### src/rtl/mips_mem_pkg.sv
// Shared types and defaults for the unified memory arbiter.
package mips_mem_pkg;

  typedef enum logic [1:0] {
    ST_DRAIN = 2'd0,
    ST_IDLE  = 2'd1,
    ST_BUSY  = 2'd2,
    ST_RESP  = 2'd3
  } arb_state_t;

  typedef enum logic {
    OWN_IF = 1'b0,
    OWN_DM = 1'b1
  } owner_t;

  localparam int DEF_MEM_LAT    = 2;
  localparam int DEF_STARVE_LIM = 4;

endpackage

### src/rtl/mem_lat_counter.sv
// Loadable down-counter with a terminal flag at one; times the drain window and memory latency.
module mem_lat_counter #(
  parameter int             W         = 2,
  parameter logic [W-1:0]   RESET_VAL = '1
) (
  input  logic         clk,
  input  logic         rst,
  input  logic         i_load,
  input  logic [W-1:0] i_load_val,
  input  logic         i_dec,
  output logic         o_last
);

  logic [W-1:0] r_count;

  // Load wins over decrement; decrement stops at zero so the count never wraps.
  always_ff @(posedge clk) begin
    if (rst) begin
      r_count <= RESET_VAL;
    end else if (i_load) begin
      r_count <= i_load_val;
    end else if (i_dec && (r_count != '0)) begin
      r_count <= r_count - 1'b1;
    end
  end

  assign o_last = (r_count == W'(1));

endmodule

### src/rtl/unified_mem_arbiter.sv
// Arbiter sharing one single-port fixed-latency memory between fetch and data requesters.
module unified_mem_arbiter
  import mips_mem_pkg::*;
#(
  parameter int ADDR_W     = 32,
  parameter int DATA_W     = 32,
  parameter int MEM_LAT    = DEF_MEM_LAT,
  parameter int STARVE_LIM = DEF_STARVE_LIM
) (
  input  logic              clk,
  input  logic              rst,
  input  logic              if_req,
  input  logic [ADDR_W-1:0] if_addr,
  input  logic              if_flush,
  output logic [DATA_W-1:0] if_rdata,
  output logic              if_done,
  input  logic              dm_req,
  input  logic              dm_we,
  input  logic [ADDR_W-1:0] dm_addr,
  input  logic [DATA_W-1:0] dm_wdata,
  output logic [DATA_W-1:0] dm_rdata,
  output logic              dm_done,
  output logic              stall_if,
  output logic              stall_mem,
  output logic              mem_en,
  output logic              mem_we,
  output logic [ADDR_W-1:0] mem_addr,
  output logic [DATA_W-1:0] mem_wdata,
  input  logic [DATA_W-1:0] mem_rdata
);

  localparam int               LAT_W      = $clog2(MEM_LAT + 1);
  localparam int               SW         = $clog2(STARVE_LIM + 1);
  localparam logic [LAT_W-1:0] LAT_INIT   = LAT_W'(MEM_LAT);
  localparam logic [SW-1:0]    STARVE_MAX = SW'(STARVE_LIM);

  arb_state_t        r_state;
  owner_t            r_owner;
  logic              r_cancel;
  logic [SW-1:0]     r_starve_cnt;
  logic              r_mem_en;
  logic              r_mem_we;
  logic [ADDR_W-1:0] r_mem_addr;
  logic [DATA_W-1:0] r_mem_wdata;
  logic [DATA_W-1:0] r_if_rdata;
  logic [DATA_W-1:0] r_dm_rdata;
  logic              r_if_done;
  logic              r_dm_done;

  logic w_if_ok;
  logic w_gnt_dm;
  logic w_gnt_if;
  logic w_lat_dec;
  logic w_lat_last;
  logic w_busy_end;
  logic w_if_cancel;

  assign w_if_ok     = if_req & ~if_flush;
  assign w_lat_dec   = (r_state == ST_DRAIN) | ((r_state == ST_BUSY) & ~r_mem_en);
  assign w_busy_end  = (r_state == ST_BUSY) & ~r_mem_en & w_lat_last;
  assign w_if_cancel = (r_owner == OWN_IF) & (r_cancel | if_flush);

  // Data side wins unless fetch has lost too many times in a row; then fetch is forced through.
  always_comb begin
    w_gnt_dm = 1'b0;
    w_gnt_if = 1'b0;
    if (r_state == ST_IDLE) begin
      if (dm_req && (r_starve_cnt < STARVE_MAX)) begin
        w_gnt_dm = 1'b1;
      end else if (w_if_ok) begin
        w_gnt_if = 1'b1;
      end else if (dm_req) begin
        w_gnt_dm = 1'b1;
      end
    end
  end

  mem_lat_counter #(
    .W         (LAT_W),
    .RESET_VAL (LAT_INIT)
  ) u_lat (
    .clk        (clk),
    .rst        (rst),
    .i_load     (w_gnt_dm | w_gnt_if),
    .i_load_val (LAT_INIT),
    .i_dec      (w_lat_dec),
    .o_last     (w_lat_last)
  );

  // Count consecutive fetch losses; any fetch win or an absent fetch request resets the streak.
  always_ff @(posedge clk) begin
    if (rst) begin
      r_starve_cnt <= '0;
    end else if (!if_req || w_gnt_if) begin
      r_starve_cnt <= '0;
    end else if (w_gnt_dm && !if_flush && (r_starve_cnt < STARVE_MAX)) begin
      r_starve_cnt <= r_starve_cnt + 1'b1;
    end
  end

  // Access sequencer: drain after reset, issue one access, wait out the latency, report completion.
  always_ff @(posedge clk) begin
    if (rst) begin
      r_state     <= ST_DRAIN;
      r_owner     <= OWN_IF;
      r_cancel    <= 1'b0;
      r_mem_en    <= 1'b0;
      r_mem_we    <= 1'b0;
      r_mem_addr  <= '0;
      r_mem_wdata <= '0;
      r_if_rdata  <= '0;
      r_dm_rdata  <= '0;
      r_if_done   <= 1'b0;
      r_dm_done   <= 1'b0;
    end else begin
      r_mem_en  <= 1'b0;
      r_if_done <= 1'b0;
      r_dm_done <= 1'b0;
      case (r_state)
        ST_DRAIN: begin
          if (w_lat_last) begin
            r_state <= ST_IDLE;
          end
        end
        ST_IDLE: begin
          if (w_gnt_dm) begin
            r_owner     <= OWN_DM;
            r_cancel    <= 1'b0;
            r_mem_en    <= 1'b1;
            r_mem_we    <= dm_we;
            r_mem_addr  <= dm_addr;
            r_mem_wdata <= dm_wdata;
            r_state     <= ST_BUSY;
          end else if (w_gnt_if) begin
            r_owner     <= OWN_IF;
            r_cancel    <= 1'b0;
            r_mem_en    <= 1'b1;
            r_mem_we    <= 1'b0;
            r_mem_addr  <= if_addr;
            r_mem_wdata <= '0;
            r_state     <= ST_BUSY;
          end
        end
        ST_BUSY: begin
          if ((r_owner == OWN_IF) && if_flush) begin
            r_cancel <= 1'b1;
          end
          if (w_busy_end) begin
            if (r_owner == OWN_IF) begin
              if (w_if_cancel) begin
                r_cancel <= 1'b0;
                r_state  <= ST_IDLE;
              end else begin
                r_if_rdata <= mem_rdata;
                r_if_done  <= 1'b1;
                r_state    <= ST_RESP;
              end
            end else begin
              if (!r_mem_we) begin
                r_dm_rdata <= mem_rdata;
              end
              r_dm_done <= 1'b1;
              r_state   <= ST_RESP;
            end
          end
        end
        ST_RESP: begin
          r_state <= ST_IDLE;
        end
        default: begin
          r_state <= ST_DRAIN;
        end
      endcase
    end
  end

  assign mem_en    = r_mem_en;
  assign mem_we    = r_mem_we;
  assign mem_addr  = r_mem_addr;
  assign mem_wdata = r_mem_wdata;
  assign if_rdata  = r_if_rdata;
  assign dm_rdata  = r_dm_rdata;
  assign if_done   = r_if_done & ~if_flush;
  assign dm_done   = r_dm_done;
  assign stall_if  = if_req & ~if_done & ~if_flush;
  assign stall_mem = dm_req & ~dm_done;

endmodule

### config.mk
export PLATFORM = sky130hd
export DESIGN_NAME = unified_mem_arbiter
export DESIGN_NICKNAME = d
export VERILOG_FILES = /design/src/rtl/mips_mem_pkg.sv /design/src/rtl/mem_lat_counter.sv /design/src/rtl/unified_mem_arbiter.sv
export SDC_FILE = /design/constraint.sdc
export NUM_CORES = 1
export LEC_CHECK = 0
export CORE_MARGIN = 8
export CORE_UTILIZATION = 37
export CTS_BUF_LIST = sky130_fd_sc_hd__clkbuf_2
export DETAILED_ROUTE_END_ITERATION = 16
export PLACE_DENSITY = 0.78
export SKIP_CTS_REPAIR_TIMING = 1
export SLEW_MARGIN = 0
export SYNTH_ARGS = -nofsm -noshare
export SYNTH_HDL_FRONTEND = slang
export SYNTH_SLANG_ARGS = --single-unit
### constraint.sdc
create_clock -name clk -period 1.51 [get_ports clk]
set_clock_uncertainty 0.1 [all_clocks]
set_input_delay 0.2265 -clock clk [delete_from_list [all_inputs] [get_ports clk]]
set_output_delay 0.2265 -clock clk [all_outputs]
set_load 0.02 [all_outputs]
-- Word-level counts from Yosys, hierarchy flattened
Index checks and enable logic that the tools add are counted.
- add/sub/neg operators: 2
- magnitude comparators: 1
- equal/unequal tests: 7
- mux-type cells: 31
- bitwise operators: 21
- reduce and logical (&&, ||, !) cells: 22
- operators by type and width (operator ; number):
    2-to-1 mux 32 bit ; 4
    2-to-1 mux 1 bit ; 19
    2-to-1 mux 2 bit ; 6
    inverter 1 bit ; 10
    AND 1 bit ; 8
    one-hot mux 2 bit (4 select lines) ; 1
    AND reduction 4 bit ; 2
    nonzero test 2 bit ; 3
    OR reduction 2 bit ; 3
    logical AND 1 bit ; 5
    == test 2 x 1 -> 1 bit (second input constant) ; 2
    == test 2 bit (second input constant) ; 2
    != test 2 bit (second input constant) ; 2
    AND reduction 2 bit ; 2
    OR reduction 4 bit ; 1
    adder 3 x 1 -> 3 bit (second input constant) ; 1
    less-than comparator 3 bit (second input constant) ; 1
    != test 3 bit (second input constant) ; 1
    OR 1 bit ; 3
    AND reduction 3 bit ; 1
    OR reduction 3 bit ; 1
    logical NOT 1 bit ; 2
    logical NOT 2 bit ; 1
    one-hot mux 1 bit (2 select lines) ; 1
    other kinds (2) ; 2
- register bits: 141
- input bits: 134
- output and inout port bits: 134
- logic and storage cells: 97

-- Logic depth before layout (Yosys ltp)
- depth in word-level cells: 8
- gate-level depth with buffers: 8
- mapped depth without buffers: 6

-- Modules after synthesis
From an unflattened synthesis, not the netlist that was laid out.
- cells, all modules: 543
- area total of the unflattened synthesis: 5271.3 sq um
- by module, submodules not included (module ; times used ; cells an instance ; area an instance (sq um) ; sequential area each (sq um)):
    unified_mem_arbiter ; 1 ; 528 ; 5122.4 ; 2782.7
    mem_lat_counter ; 1 ; 15 ; 148.9 ; 40.0

-- Least setup slack after synthesis
Ideal clock, no wire load.
- path type: reg2reg
- start point: reg r_state[0]
- end point: reg r_dm_rdata[1] (netlist: dm_rdata[1])
- arrival time: 1426 ps
- required time: 1278 ps
- path slack: -148 ps
- stages on the path, launching flop included: 9
- buffers on the path: 2
- clock period less this slack: 1658 ps
- path through: dfxtp_1 inv_1 ha_1 nand2_1 or3_1 buf_2 buf_6 nand2_1 a21oi_1
- cells in the longest elaborated chain, start to end: 4
- ends and longest elaborated chain (what ; line ; source):
    start, declared ; unified_mem_arbiter.sv:37 ; arb_state_t r_state;
    start signal, assigned ; unified_mem_arbiter.sv:104 ; r_state <= ST_DRAIN;
    start signal, assigned ; unified_mem_arbiter.sv:122 ; r_state <= ST_IDLE;
    start signal, assigned ; unified_mem_arbiter.sv:133 ; r_state <= ST_BUSY;
    == test 2 bit * ; unified_mem_arbiter.sv:60, unified_mem_arbiter.sv:119 ;
    AND 1 bit (2 in series) ; unified_mem_arbiter.sv:60 ; assign w_busy_end = (r_state == ST_BUSY) & ~r_mem_en & w_lat_last;
    AND reduction 4 bit (no line) * ; - ;
    end signal, assigned ; unified_mem_arbiter.sv:160 ; r_dm_rdata <= mem_rdata;
    end, declared ; unified_mem_arbiter.sv:46 ; logic [DATA_W-1:0] r_dm_rdata;
Every way passes the cells marked *; elsewhere a longest branch is shown, timed or not.
A chain may end at the register's enable or synchronous reset.

-- Final worst setup path
- start point: reg u_lat.r_count[1]
- end point: reg r_dm_rdata[7] (netlist: dm_rdata[7])
- cells in the longest elaborated chain, start to end: 3
- ends and longest elaborated chain (what ; line ; source):
    start, declared ; mem_lat_counter.sv:14 ; logic [W-1:0] r_count;
    start signal, assigned ; mem_lat_counter.sv:21 ; r_count <= i_load_val;
    start signal, assigned ; mem_lat_counter.sv:23 ; r_count <= r_count - 1'b1;
    == test 2 x 1 -> 1 bit ; mem_lat_counter.sv:27 ; assign o_last = (r_count == W'(1));
    AND 1 bit ; unified_mem_arbiter.sv:60 ;
    AND reduction 4 bit (no line) ; - ;
Every way passes these cells.

==> summary.md <==
| Metric | Value |
|---|---|
| Unrepaired setup endpoints after global routing | `true` |
| GRT Util Overall | `between 10% and 20%` |
| Num ports | `around 270` |
| Die area | `roughly 0.018 mm2` |
| Wire length of the first global-routing pass | `around 27 mm` |
| CP arrival | `2.28 ns` |
| Final setup margin | `-0.2758 ns` |
| Via density | `about 5.3` |
| Transition time at the pin with the least slew margin | `~0.46 ns` |
| Number of global-route vias before repair | `approximately 5000` |
| Post-detailed-route DRC marker count | `0` |
| Die height | `approximately 130 um` |
| Post-synthesis register bit count | `141` |
| Final wirelength | `around 26 mm` |
| Critical Path End Type | `flop` |
| Clock root cell | `clkbuf_2` |
| Grt ovf | `0` |
| TritonCTS Sinks | `roughly 140` |
| Max-slew headroom at the worst pin | `a little over two thirds` |
| Mapped Cells | `538` |
| Routability Congestion | `about 0.78` |
| Clock Latency Late Sink | `about 0.7 ns` |
| Area grow syn2layout | `107.1%` |
| Final critical-path share of the clock period | `118.3%` |
| Number of antenna violations at the first check in global routing | `1` |
| CTS tree | `done` |
| Startpoint type of the worst setup path | `flop` |
| Total Negative Setup Slacks | `-24.42 ns` |
| Yosys cell types | `35` |
| Post-detailed-placement half-perimeter wirelength | `~14 mm` |
| Count of endpoints failing setup in the final report | `between 200 and 300` |
| Final antenna-violating net count | `0` |
| Minimum clock period after layout | `~1.8 ns` |
| Wire length per cell | `22.70 um` |
| CTS Buf Count | `17` |
| First-pass detailed-route iteration total | `4` |
| IO Port Bufs | `around 270` |
| Die width | `between 100 and 150 um` |
| Share of final-layout standard cells stronger than drive strength 1 | `between 50% and 60%` |
| Number of pins exceeding their max-slew limit in the final report | `0` |
| Leading cell types in the layout, fill and taps excluded | `buf_6, clkdlybuf4s50_1, dfxtp_2, dlygate4sd3_1, nand2_1` |
| Post-CTS clock slew at the launch and capture registers of the worst setup and hold paths | `approximately 0.21 ns` |
| Total number of H-tree levels | `4` |
| Type of the worst setup path | `reg2reg` |
| Yosys warnings | `0` |
| Syn Area/Cell | `9.721 um2` |
| Netlist area before placement | `~0.0052 mm2` |
| Cell area power density | `approximately 900 mW/mm2` |
| Largest voltage drop on the vdd net | `around 0.75 mV` |
| Utilization of the core after routing | `78.33%` |
| Maximum capacitance violations | `0` |
| Starting density of the core | `between 30% and 40%` |
| Via count of the routed design | `5955` |
| Maximum number of pins on one net before global-route repair | `66` |
| Class of the most critical hold timing path | `in2reg` |
| Status | `complete, but fails checks` |
| Most common cell after layout, fill and taps aside | `buf_6` |
| Clock tree buffer depth | `2` |
| Failing checks | `negative setup slack` |
| Maximum clock rate | `approximately 560 MHz` |
| Required time at the endpoint of the critical path | `about 2.0 ns` |
| Hold Violations, Final | `0` |
| Seq/Total Area, Yosys | `a little over half` |
| Cell types with the largest area share after synthesis | `dfxtp_1, nand2_1, a21oi_1, mux2i_1, a22o_1` |
| Std cell rows | `43` |
| Post-synth net total | `679` |
| Final-stage net count | `1080` |
| Placeable core region | `roughly 0.014 mm2` |
| Leakage component of the power | `approximately 4.3 nW` |
| Largest area contributor in the netlist | `dfxtp_1` |
| Crit-path max FO | `8` |
| Fraction of synthesized cell area taken by the top area cell type | `approximately 54%` |
| Number of design-rule violations left by the first detailed-router iteration | `316` |
[through the flow]
| step | cell area [um2] | hold slack [ns] | instances | power (W) | worst slack, ns |
|---|---|---|---|---|---|
| after CTS | 8448 | -0.2557 | 1001 | 0.008903 | -0.7632 |
| after detailed placement | 8215 | 0.3453 | 970 | 0.006696 | -0.4463 |
| after floorplan | 5284 | 0.2520 | 538 | 0.005502 | -0.06067 |
| after global placement | 8215 | 0.3393 | 970 | 0.006614 | -0.4159 |
| final | 10830 | 0.04135 | 1132 | 0.009758 | -0.2758 |
| after global routing | 10830 | 0.003259 | 1132 | 0.01013 | -0.3320 |
[kinds of logic after synthesis]
group / synth area share [%]
DFF: 53.97
xor gates and xnor gates: 0.1675
buffers and inverters: 5.263
adders and majority gates: 1.675
muxes: 6.746
and+or+nand+nor: 13.76
AOI/OAI and AO/OA: 18.42
[worst max-delay path, cell delays in order (launching register included)]
cell	delay [ns]
dfxtp_2	0.38
inv_2	0.08
ha_4	0.15
buf_6	0.10
nand2b_4	0.08
or3_4	0.44
clkbuf_16	0.21
nand2_1	0.07
a21oi_1	0.07
[sequential cells by signal, indices dropped and copies added (netlist names)]
signal         count
r_owner            1
r_cancel           1
mem_wdata         32
mem_en             1
r_starve_cnt       3
dm_done            1
if_rdata          32
mem_addr          32
r_state            2
dm_rdata          32
mem_we             1
u_lat.r_count      2
r_if_done          1
[area by class of cell]
type | instances | area [um2]
Fill cell | 759 | 2997
Clock inverter | 13 | 142.6
Multi-Input combinational cell | 351 | 2790
Tap cell | 180 | 225.2
Clock buffer | 18 | 90.09
Timing Repair Buffer | 422 | 4537
Sequential cell | 141 | 3015
Inverter | 6 | 27.53
Antenna cell | 1 | 2.502
[power by group]
group	switching, W	internal (W)
logic	0.00144	0.00177
registers	0.000240	0.00404
clock network	0.00151	0.000760
total	0.00319	0.00656
[final timing paths]
kind	from	end	slack (ns)	cells past startpoint
worst min register to register	dm_rdata[4]	dm_rdata[4]	0.37	2
worst min-delay path	dm_addr[10]	mem_addr[10]	0.04	3
worst max register to register	u_lat.r_count[1]	dm_rdata[7]	-0.28	8
worst max-delay path	u_lat.r_count[1]	dm_rdata[7]	-0.28	8
[per-layer routing]
metal | vias to the layer above | wire [um] | share of wire, % | track usage [%]
met5 | - | 0 | 0 | 0
met4 | 0 | 1387 | 5.4 | 8.110
met3 | 106 | 1286 | 5.0 | 5.572
met2 | 283 | 14350 | 56 | 34.03
met1 | 2890 | 8678 | 34 | 19.52
li1 | 2676 | - | - | -
[cells in the mapped netlist]
cell / count
a221oi_2: 1
nor2_1: 11
nor4b_1: 1
a22oi_1: 2
nor3_1: 2
buf_4: 10
xnor2_1: 1
nor3_2: 1
o21bai_1: 1
o211ai_1: 1
clkbuf_1: 12
nor3b_2: 1
mux2i_1: 33
a21oi_1: 66
dfxtp_1: 141
nand2_1: 132
and2_1: 1
buf_2: 10
a22o_1: 33
nor2b_1: 6
nand3_1: 1
ha_1: 7
inv_1: 6
or3_1: 2
a21oi_2: 1
and3_1: 3
buf_1: 1
buf_6: 7
o2bb2ai_1: 32
nor3b_1: 2
nand3b_1: 1
nand2b_1: 4
nand2b_4: 1
mux2_2: 2
o21ai_0: 2
Power figures use the tool's default switching activity.
